<file path="src/rtl/audio_sample_fifo_pkg.sv">
// Shared audio constants and the stereo sample type for the HDMI audio path.
package audio_pkg;
  localparam int         SAMPLE_W_DEF = 24;
  localparam int         TICK_DIV_48K = 625;
  localparam logic [4:0] GAIN_UNITY   = 5'd8;

  typedef struct packed {
    logic signed [SAMPLE_W_DEF-1:0] l;
    logic signed [SAMPLE_W_DEF-1:0] r;
  } stereo_sample_t;
endpackage

</file>
<file path="src/rtl/audio_sample_fifo_if.sv">
// Producer handshake plus held stereo output bus of the audio sample FIFO.
interface audio_sample_fifo_if #(parameter int SAMPLE_W = 24);
  logic                       in_valid;
  logic                       in_ready;
  logic signed [SAMPLE_W-1:0] in_left;
  logic signed [SAMPLE_W-1:0] in_right;
  logic signed [SAMPLE_W-1:0] audioL;
  logic signed [SAMPLE_W-1:0] audioR;
  logic                       sample_tick;

  modport master (output in_valid, in_left, in_right,
                  input  in_ready, audioL, audioR, sample_tick);
  modport slave  (input  in_valid, in_left, in_right,
                  output in_ready, audioL, audioR, sample_tick);
endinterface

</file>
<file path="src/rtl/audio_sample_fifo_sync_fifo.sv">
// Single-clock FIFO: storage, wrapping pointers and an explicit occupancy counter.
module sync_fifo #(
  parameter int DATA_W = 48,
  parameter int DEPTH  = 16
) (
  input  logic                    clk,
  input  logic                    rst_n,
  input  logic                    push,
  input  logic [DATA_W-1:0]       wr_data,
  input  logic                    pop,
  output logic [DATA_W-1:0]       rd_data,
  output logic [$clog2(DEPTH):0]  level
);
  localparam int AW = $clog2(DEPTH);

  logic [DATA_W-1:0] mem [DEPTH];
  logic [AW-1:0]     wr_ptr, rd_ptr;

  // Storage is not reset; pointers and level define what is valid.
  always_ff @(posedge clk) begin
    if (push) mem[wr_ptr] <= wr_data;
  end

  always_ff @(posedge clk) begin
    if (!rst_n) begin
      wr_ptr <= '0;
      rd_ptr <= '0;
      level  <= '0;
    end else begin
      if (push) wr_ptr <= wr_ptr + 1'b1;
      if (pop)  rd_ptr <= rd_ptr + 1'b1;
      case ({push, pop})
        2'b10:   level <= level + 1'b1;
        2'b01:   level <= level - 1'b1;
        default: level <= level;
      endcase
    end
  end

  assign rd_data = mem[rd_ptr];
endmodule

</file>
<file path="src/rtl/audio_sample_fifo.sv">
// Audio sample FIFO with 48 kHz tick, underrun hold/count and optional gain stage.
// Build option: define AUDIO_GAIN_EN to scale popped samples by gain/8 with saturation.
module audio_sample_fifo
  import audio_pkg::*;
#(
  parameter int SAMPLE_W = SAMPLE_W_DEF,
  parameter int DEPTH    = 16,
  parameter int TICK_DIV = TICK_DIV_48K
) (
  input  logic                    clk,
  input  logic                    rst_n,
  audio_sample_fifo_if.slave      bus,
  input  logic [4:0]              gain,
  output logic [$clog2(DEPTH):0]  level,
  output logic [15:0]             underrun_count
);
  localparam int CNT_W = $clog2(TICK_DIV);
  localparam int LVL_W = $clog2(DEPTH) + 1;

  logic [CNT_W-1:0]           tick_cnt;
  logic                       tick_q;
  logic                       push, pop;
  logic [1:0][SAMPLE_W-1:0]   head_ch, gained_ch;

  // tick_q is high exactly while the counter sits at TICK_DIV-1.
  always_ff @(posedge clk) begin
    if (!rst_n) begin
      tick_cnt <= '0;
      tick_q   <= 1'b0;
    end else begin
      tick_cnt <= (tick_cnt == CNT_W'(TICK_DIV-1)) ? '0 : tick_cnt + 1'b1;
      tick_q   <= (tick_cnt == CNT_W'(TICK_DIV-2));
    end
  end

  assign bus.sample_tick = tick_q;
  assign bus.in_ready    = (level != LVL_W'(DEPTH));
  assign push            = bus.in_valid && bus.in_ready;
  assign pop             = tick_q && (level != '0);

  sync_fifo #(.DATA_W(2*SAMPLE_W), .DEPTH(DEPTH)) u_fifo (
    .clk     (clk),
    .rst_n   (rst_n),
    .push    (push),
    .wr_data ({bus.in_left, bus.in_right}),
    .pop     (pop),
    .rd_data (head_ch),
    .level   (level)
  );

  // Channel 1 is left, channel 0 is right.
`ifdef AUDIO_GAIN_EN
  localparam logic signed [SAMPLE_W+5:0] SAT_HI = (SAMPLE_W+6)'((1 << (SAMPLE_W-1)) - 1);
  localparam logic signed [SAMPLE_W+5:0] SAT_LO = ~SAT_HI;

  for (genvar c = 0; c < 2; c++) begin : g_ch
    logic signed [SAMPLE_W+5:0] prod, shr;
    assign prod = (SAMPLE_W+6)'($signed(head_ch[c])) * (SAMPLE_W+6)'($signed({1'b0, gain}));
    assign shr  = prod >>> 3;
    assign gained_ch[c] = (shr > SAT_HI) ? SAT_HI[SAMPLE_W-1:0] :
                          (shr < SAT_LO) ? SAT_LO[SAMPLE_W-1:0] : shr[SAMPLE_W-1:0];
  end
`else
  logic unused_gain;
  assign unused_gain = ^gain;
  assign gained_ch   = head_ch;
`endif

  // Underrun keeps the last output pair; no zero-fill.
  always_ff @(posedge clk) begin
    if (!rst_n) begin
      bus.audioL     <= '0;
      bus.audioR     <= '0;
      underrun_count <= '0;
    end else if (tick_q) begin
      if (pop) begin
        bus.audioL <= gained_ch[1];
        bus.audioR <= gained_ch[0];
      end else if (underrun_count != 16'hFFFF) begin
        underrun_count <= underrun_count + 16'd1;
      end
    end
  end
endmodule

</file>
<file path="src/flat_wrapper.sv">
// flat-port wrapper written by rule: the top's interface ports become plain ports
module audio_sample_fifo_flat import audio_pkg::*;
#(
  parameter int SAMPLE_W = SAMPLE_W_DEF,
  parameter int DEPTH    = 16,
  parameter int TICK_DIV = TICK_DIV_48K
)
  (clk, rst_n, gain, level, underrun_count, bus_in_valid, bus_in_left, bus_in_right, bus_in_ready, bus_audioL, bus_audioR, bus_sample_tick);
  audio_sample_fifo_if #(.SAMPLE_W(SAMPLE_W)) bus_i ();
  input  logic clk;
  input  logic rst_n;
  input  logic [4:0] gain;
  output logic [$clog2(DEPTH):0] level;
  output logic [15:0] underrun_count;
  input wire logic [$bits(bus_i.in_valid)-1:0] bus_in_valid;
  input wire logic [$bits(bus_i.in_left)-1:0] bus_in_left;
  input wire logic [$bits(bus_i.in_right)-1:0] bus_in_right;
  output wire logic [$bits(bus_i.in_ready)-1:0] bus_in_ready;
  output wire logic [$bits(bus_i.audioL)-1:0] bus_audioL;
  output wire logic [$bits(bus_i.audioR)-1:0] bus_audioR;
  output wire logic [$bits(bus_i.sample_tick)-1:0] bus_sample_tick;
  assign bus_i.in_valid = bus_in_valid;
  assign bus_i.in_left = bus_in_left;
  assign bus_i.in_right = bus_in_right;
  assign bus_in_ready = bus_i.in_ready;
  assign bus_audioL = bus_i.audioL;
  assign bus_audioR = bus_i.audioR;
  assign bus_sample_tick = bus_i.sample_tick;
  audio_sample_fifo #(.SAMPLE_W(SAMPLE_W), .DEPTH(DEPTH), .TICK_DIV(TICK_DIV)) u_core (.clk(clk), .rst_n(rst_n), .bus(bus_i), .gain(gain), .level(level), .underrun_count(underrun_count));
endmodule
</file>
<file path="config.mk">
export PLATFORM = sky130hd
export DESIGN_NAME = audio_sample_fifo_flat
export DESIGN_NICKNAME = d
export VERILOG_FILES = /design/src/rtl/audio_sample_fifo_pkg.sv /design/src/rtl/audio_sample_fifo_if.sv /design/src/rtl/audio_sample_fifo_sync_fifo.sv /design/src/rtl/audio_sample_fifo.sv /design/src/flat_wrapper.sv
export SDC_FILE = /design/constraint.sdc
export NUM_CORES = 1
export LEC_CHECK = 0
export CORE_UTILIZATION = 45
export CTS_CLUSTER_SIZE = 25
export DETAILED_ROUTE_END_ITERATION = 6
export DONT_BUFFER_PORTS = 1
export PLACE_DENSITY_LB_ADDON = 0.3
export SLEW_MARGIN = 10
export SYNTH_ARGS = -nofsm -noshare
export SYNTH_HDL_FRONTEND = slang
export SYNTH_SLANG_ARGS = --single-unit
export TNS_END_PERCENT = 100
</file>
<file path="constraint.sdc">
create_clock -name clk -period 15.13 [get_ports clk]
set_input_delay 3.026 -clock clk [delete_from_list [all_inputs] [get_ports clk]]
set_output_delay 3.026 -clock clk [all_outputs]
set_load 0.01 [all_outputs]
</file>
# Word level (Yosys, flattened, before mapping)
# Memory sizes are Yosys's and may differ from the RTL's. A register that Yosys moved wholly into a read port is not among the register bits.
# Cells that the tools add are included.
# totals
ff_bits	40
ramBits	768
inputBits	56
n_memories	1
# mem_list
memory	depth	width	rd	rd_clocked_by_memory_dff	write_ports	line_no	rtl
u_core.u_fifo.mem	16	48	1	1	1	audio_sample_fifo_sync_fifo.sv:16	logic [DATA_W-1:0] mem [DEPTH];
# op_classes
n_addsub	6
n_eq_ne	6
n_mux	3
bitwise	2
reduce_logical	8
# op_table
op	n
10-bit equality test (second input constant)	2
16-bit by 1-bit adder with 16-bit output (second input constant)	1
16-bit != test (second input constant)	1
10-bit by 1-bit adder with 10-bit output (second input constant)	1
5-bit one-hot mux with 2 select lines	1
4-bit by 1-bit adder with 4-bit output (second input constant)	2
5-bit by 1-bit adder with 5-bit output (second input constant)	1
5-bit != test (second input constant)	1
5-bit nonzero test	1
5-bit by 1-bit subtractor with 5-bit output (second input constant)	1
3-bit AND reduction	1
2-bit by 1-bit equality test with 1-bit output (second input constant)	1
2-bit equality test (second input constant)	1
1-bit logical AND	2
1-bit two-way mux	2
1-bit inverter	2
2-bit AND reduction	1
2-bit nonzero test	1
2-bit OR reduction	1
1-bit zero test	1

# Depth between registers and ports, before layout
# Gate-level depths: netlist (run 1).
# depth
word_depth	4
ltp_mapped	13
ltp_nobuf	10

# Cells and area by module
# A second synthesis (run 1) with hierarchy kept.
# hier_totals
hier_cells	1641
hier_area_um2	32529.9
# modules_own_cells
mod	n_inst	cells_each	area_per_inst_um2	seq_area_each_um2
sync_fifo	1	1275	29578.4	23402.4
audio_sample_fifo	1	366	2951.6	1501.4

# Least setup slack after synthesis (run 1)
# Ideal clock, no wire load.
# synth_path
path_type	input port to flip-flop
start	input bus_in_valid
end	memory u_core.u_fifo.mem[0][0] (enable)
setup_ns	0.513
t_arrival_ns	6.857
required_ns	14.617
setup_slack_ns	7.760
cell_stages	3
path_buffers	0
cell_sequence	a21boi_1 > nand2_1 > nor3_1
# synth_between
elab_chain_len	3
# synth_rtl
element	line_no	rtl
start: declaration	flat_wrapper.sv:15	input wire logic [$bits(bus_i.in_valid)-1:0] bus_in_valid;
1-bit logical AND	audio_sample_fifo.sv:38	assign push = bus.in_valid && bus.in_ready;
1-bit two-way mux	audio_sample_fifo_sync_fifo.sv:21	if (push) mem[wr_ptr] <= wr_data;
1-bit two-way mux (not written as such)	audio_sample_fifo_sync_fifo.sv:21	
end: declaration	audio_sample_fifo_sync_fifo.sv:16	
# Every way passes these cells.

# Final worst setup path (run 1)
# layout_path
start	input bus_in_valid
end	memory u_core.u_fifo.mem[10][37] (enable)
# The elaborated chain is that of the path after synthesis.

==> impl_metrics.toml, run 1 <==
[clock_network]
numCtsBuffers = 86
clk_pin_slew_ns = 0.06
root_buffer = "clkbuf_16"
cts_tree = "done"
cts_buffer_depth = 3
holdBufCountCts = 0
insertion_delay_ns = 0.63
ctsResizeCount = 0
postCtsSetupBuffers = 0
cts.sinks = 856
h-tree-depth = 3

[placement]
pre_cts_slack_ns = 9.496
gp_congestion = 0.7439
hpwl_um = 33240
numPortBuffers = 0
dp_cells = 2448

[sta]
fin_setup_tns_ns = 0
slew-limit-headroom_pct = 20.29
setup-violations-final = 0
tightest_slew_ns = 1.185
post-route-min-period_ns = 4.915
finClkSkew_ns = 0.02710
rsz0062_at_grt = "no"
hold_viol_final = 0
fmax_ghz = 0.2035
drv_slew = 0
fin_crit_sh_pct = 32.48
worst_slack_ns = 10.22

[worst_setup_path]
rr_worst_depth = 5
endpoint_kind = "register"
crit_path_start_kind = "primary input"
crit_path_max_fanout = 32
worstSetupPathType = "in -> reg"
required_ns = 15.38
arrival_ns = 5.16

[logic_synthesis]
synth-async-reset-ratio_pct = 0
yosysWarnings = 0
syn_avg_cell_area_sq_um = 20.99
yosys.area.top_type_share_pct = 70.75
synthTopCellsByCount = "edfxtp_1 (768), mux4_2 (192), dfxtp_1 (88)"
syn_inst = 1553
synth-seq-cells = 856
synth_top_area_cell = "edfxtp_1"
ys_top_cells_by_area = "edfxtp_1 (71%), mux4_2 (13%), dfxtp_1 (5.4%), mux2i_1 (1.8%), mux2_2 (1.7%)"
ys.flop_type = "edfxtp_1"
synth_most_common_cell = "edfxtp_1"
synthDistinctLibCells = 49
yosysSeqAreaShare_pct = 76.15
syn_nets = 1621
syn-cell-area_sq_mm = 0.03260
synth_edf_count = 768

[layout]
seqCellArea_sq_mm = 0.02484
fillers = 5579
multi_input_area_sq_mm = 0.007515
synthToLayoutAreaGrowth_pct = 13.01
finalNonFillerCells = 2609
drive_gt1_share_pct = 26.28
fin_nets = 1654
num_antenna_cells = 0

[drt]
dr.pass1.iters = 6
drtAntennaViolNets = 0
detail_route.vias_per_cell = 5.773
drc_errors = 0
wire_per_inst_um = 25.75
drt-initial-drc-count = 1247
totalWireLength_um = 67180
vias = 15060

[job]
max-cap-violations = 0

[grt]
grt_max_degree = 110
grt_usage_pct = 18.55
grt_pass1_wl_um = 101600
antenna_found_initial = 0
grt_pass1_vias = 15960
overflow = 0

[hold_path]
hp-class = "reg -> reg"
hold_path_depth = 1

[power]
cellPowerDensity_mw_per_mm2 = 133.4
p_leak_nw = 11.21
worst_ir_drop_vdd_mv = 0.08612

[floorplanning]
rows = 98
io_pins = 127
core_area_sq_mm = 0.07161
die_h_um = 271.1
die_w_um = 271.1
start_util_pct = 45.52
die-area_sq_mm = 0.07352

[outcome]
status = "completed"
-- layout by cell type, fill, tap and decap left out, drive strengths merged, types with 18 or more instances in the layout --
cell type / synthesis / routed
a221o: 48 / 48
nand2: 21 / 21
nor2: 87 / 87
clkbuf: 54 / 109
mux2i: 57 / 57
mux2: 48 / 48
dfxtp: 88 / 88
a21oi: 18 / 18
edfxtp: 768 / 768
mux4: 192 / 192
clkinv: 0 / 30
buf: 31 / 30
-- routing by layer --
metal | part of all wire [%] | vias up | GRT usage, %
met5 | 0 | - | 0
met4 | 1.8 | 0 | 5.160
met3 | 6.3 | 92 | 4.246
met2 | 51 | 416 | 31.99
met1 | 41 | 8036 | 23.59
li1 | - | 6518 | -
-- stage by stage --
step	hold slack [ns]	power [W]	utilization (%)	area, sq um
5_1_grt	0.5199	0.005057	51.44	36840
3_3_place_gp	0.4485	0.002723	47.24	33820
3_5_place_dp	0.4639	0.002727	47.24	33820
2_1_floorplan	0.4373	0.002705	-	32600
6_report	0.4741	0.004914	51.44	36840
4_1_cts	0.4791	0.004957	51.44	36840
-- power by group --
group          switching (W)  internal, W
Combinational      0.0000397    0.0000249
Clock               0.000887      0.00135
Sequential        0.00000812      0.00260
Total               0.000935      0.00398
-- critical path: stages --
cell      delay, ns
a21boi_1       0.44
nand2_1        0.34
nor2_4         0.63
buf_4          0.70
-- kinds of logic (layout without fill, tap and decap cells) --
logic type                 Yosys count  after routing  synth area share (%)
buffers and inverters               98            204                 1.205
xor gates and xnor gates            17             17                0.4568
muxes                              297            297                 16.67
DFF                                856            856                 76.15
adders and majority gates           12             12                0.4606
and+or+nand+nor                    177            177                 2.614
AOI/OAI and AO/OA                   96             96                 2.437
-- path summary, 6_finish.rpt --
path	endpoint	from	slack, ns
worst max-delay path	u_core.u_fifo.mem[10][37]	bus_in_valid	10.22
worst min register to register	u_core.tick_cnt[0]	u_core.tick_cnt[0]	0.47
worst min-delay path	u_core.tick_cnt[0]	u_core.tick_cnt[0]	0.47
worst max register to register	u_core.bus.audioL[0]	u_core.u_fifo.rd_ptr[1]	11.74
-- cell type report --
class	count	share of cell area [%]
multi-input cells	599	20.40
inverters	13	0.1325
clock buffers	109	6.440
repair buffers	30	0.6453
well taps	950	3.227
flip-flops and latches	856	67.42
clock inverters	52	1.742
-- flip-flops by register name (all words and copies together), names as in the netlist --
name                    cells
u_core.u_fifo.mem         768
u_core.bus.audioL          24
u_core.bus.audioR          24
u_core.underrun_count      16
u_core.tick_cnt            10
u_core.u_fifo.level         5
u_core.u_fifo.rd_ptr        4
u_core.u_fifo.wr_ptr        4
u_core.bus.sample_tick      1
Note: power is estimated with default switching activity, not from simulation.
==> run 2, diff against run 1 <==
Clock period 15.13 ns to 4.6 ns, I/O delays scaled along.
==> run 2 against run 1 <==
Against the previous run:
- clock power grew to 3.0 times the previous value
- worst setup slack worse by 8.8 ns
- wire length decreased by 1.2%
- register-to-register slack got worse by 10 ns
- cell count is 0.54% higher
- highest routed layer unchanged
- count of clock-buffer cells in the layout grew 9
- sequential share of layout area up 0.062 points
- critical endpoint is now u_core.u_fifo.level[4]
- largest power group unchanged
- hold slack lost 0.089 ns
- combinational power rose to 3.3 times the previous value
==> impl_metrics.toml, run 2 (synthesized netlist as in run 1, its figures left out) <==
[sta]
tightest_slew_ns = 1.153
rsz0062_at_grt = "no"
drv_slew = 0
hold_viol_final = 0
fin_crit_sh_pct = 69.05
post-route-min-period_ns = 3.176
fmax_ghz = 0.3148
setup-violations-final = 0
finClkSkew_ns = 0.01754
fin_setup_tns_ns = 0
slew-limit-headroom_pct = 22.47

[floorplanning]
rows = 98
die_w_um = 271.1
core_area_sq_mm = 0.07161
start_util_pct = 45.52
die-area_sq_mm = 0.07352
io_pins = 127
die_h_um = 271.1

[layout]
top_regs = "u_core.u_fifo.mem (768), u_core.bus.audioL (24), u_core.bus.audioR (24)"
layout_common_cells = "edfxtp_1 (768), mux4_2 (192), clkbuf_16 (89)"
finalNonFillerCells = 2623
drive_gt1_share_pct = 26.00
largest_reg_flops = 768
multi_input_area_sq_mm = 0.007540
fin_nets = 1669
fillers = 5653
mostFrequentLayoutCell = "edfxtp_1"
seqCellArea_sq_mm = 0.02484
num_antenna_cells = 0
top_register = "u_core.u_fifo.mem"
synthToLayoutAreaGrowth_pct = 12.91

[clock_network]
root_buffer = "clkbuf_16"
cts_buffer_depth = 3
h-tree-depth = 3
cts_tree = "done"
insertion_delay_ns = 0.63
postCtsSetupBuffers = 0
ctsResizeCount = 0
holdBufCountCts = 0
clk_pin_slew_ns = 0.06
numCtsBuffers = 87
cts.sinks = 856

[worst_setup_path]
reg2reg_slack_ns = 1.42
rr_worst_depth = 10
worstSetupPathType = "reg -> reg"
endpoint_kind = "register"
r2r_start = "u_core.u_fifo.level[1]"
reg2reg_to = "u_core.u_fifo.level[4]"
crit_path_start_kind = "register"
crit_path_max_fanout = 10
required_ns = 5.12
arrival_ns = 3.69

[drt]
wire_per_inst_um = 25.31
drt-initial-drc-count = 1154
totalWireLength_um = 66390
dr.pass1.iters = 5
drtAntennaViolNets = 0
detail_route.vias_per_cell = 5.726
drc_errors = 0
vias = 15020

[hold_path]
min_from = "bus_in_left[1]"
holdPathEnd = "u_core.u_fifo.mem[6][25]"
hp-class = "in -> reg"
hold_path_depth = 0

[grt]
grt_pass1_wl_um = 101100
overflow = 0
grt_pass1_vias = 15920
grt_max_degree = 63
antenna_found_initial = 0
grt_usage_pct = 18.50

[placement]
dp_cells = 2462
gp_congestion = 0.7803
numPortBuffers = 0
hpwl_um = 35490

[power]
p_seq_share_pct = 55.5
p_sw_share_pct = 19.41
cellPowerDensity_mw_per_mm2 = 420.3
worst_ir_drop_vdd_mv = 0.3751
clock_power_share_pct = 43.1
intPower_w = 0.01247
power_w = 0.01547
p_leak_nw = 11.14
p_sw_w = 0.003003
p_comb_share_pct = 1.4

[outcome]
status = "completed"

[job]
max-cap-violations = 0
==> run 2: changes by cell type in the layout (fill, tap and decap cells not counted), moves of 2 or more <==
cell and change:
buf_12 +13, clkbuf_8 -5, clkinv_8 -2, clkbuf_1 +14, nor3_4 +4, inv_6 +2
nor3_2 -4, bufinv_16 -10
==> run 2: per-layer routing <==
layer	routed length [um]	global-route usage (%)	vias to the layer above
li1	-	-	6557
met2	33870	31.40	376
met1	27120	23.94	7985
met5	0	0	-
met4	1543	5.219	0
met3	3856	4.211	102
==> run 2: final cells by class <==
| type | instances | share of cell area [%] |
|---|---|---|
| clock buffer | 118 | 6.401 |
| clock inverter | 43 | 0.9009 |
| inverter | 13 | 0.1326 |
| multi-input combinational | 599 | 20.49 |
| sequential | 856 | 67.48 |
| tap | 950 | 3.230 |
| timing repair buffer | 44 | 1.373 |
==> run 2: worst max-delay path by stage <==
stage / from / end / slack (ns) / cells past startpoint
5_1_grt: u_core.u_fifo.level[1] / u_core.u_fifo.level[4] / 1.16 / 10
3_5_place_dp: bus_in_valid / u_core.u_fifo.mem[11][28] / 1.39 / 3
6_report: u_core.u_fifo.level[1] / u_core.u_fifo.level[4] / 1.42 / 10
3_3_place_gp: bus_in_valid / u_core.u_fifo.mem[11][33] / 1.43 / 3
2_1_floorplan: bus_in_valid / u_core.u_fifo.mem[12][0] / 0.62 / 3
4_1_cts: u_core.u_fifo.level[1] / u_core.u_fifo.level[3] / 1.43 / 8
==> run 2: worst max-delay path: stages (launching register included) <==
cell and delay (ns):
dfxtp_1 0.43, or4_4 0.63, o21ai_1 0.39, inv_1 0.13
ha_1 0.35, xor2_1 0.19, ha_1 0.24, a211o_2 0.31
a21oi_1 0.19, a211o_1 0.13, nand3_1 0.06
==> run 2: metrics by stage <==
stage,cell area (sq um),setup WS [ns],util (%),hold slack [ns]
floorplan,32620,0.6192,-,0.4373
global placement,34120,1.431,47.64,0.4512
detailed placement,34120,1.393,47.64,0.4631
CTS,36810,1.433,51.40,0.3444
global route,36810,1.160,51.40,0.3463
finish,36810,1.424,51.40,0.3849
==> run 2: power by group through the flow <==
stage          sequential, W  combinational, W  clock [W]
2_1_floorplan        0.00875          0.000147          0
3_3_place_gp         0.00875          0.000213          0
3_5_place_dp         0.00875          0.000218          0
6_report             0.00859          0.000213    0.00667
5_1_grt              0.00859          0.000231    0.00710
4_1_cts              0.00859          0.000218    0.00681
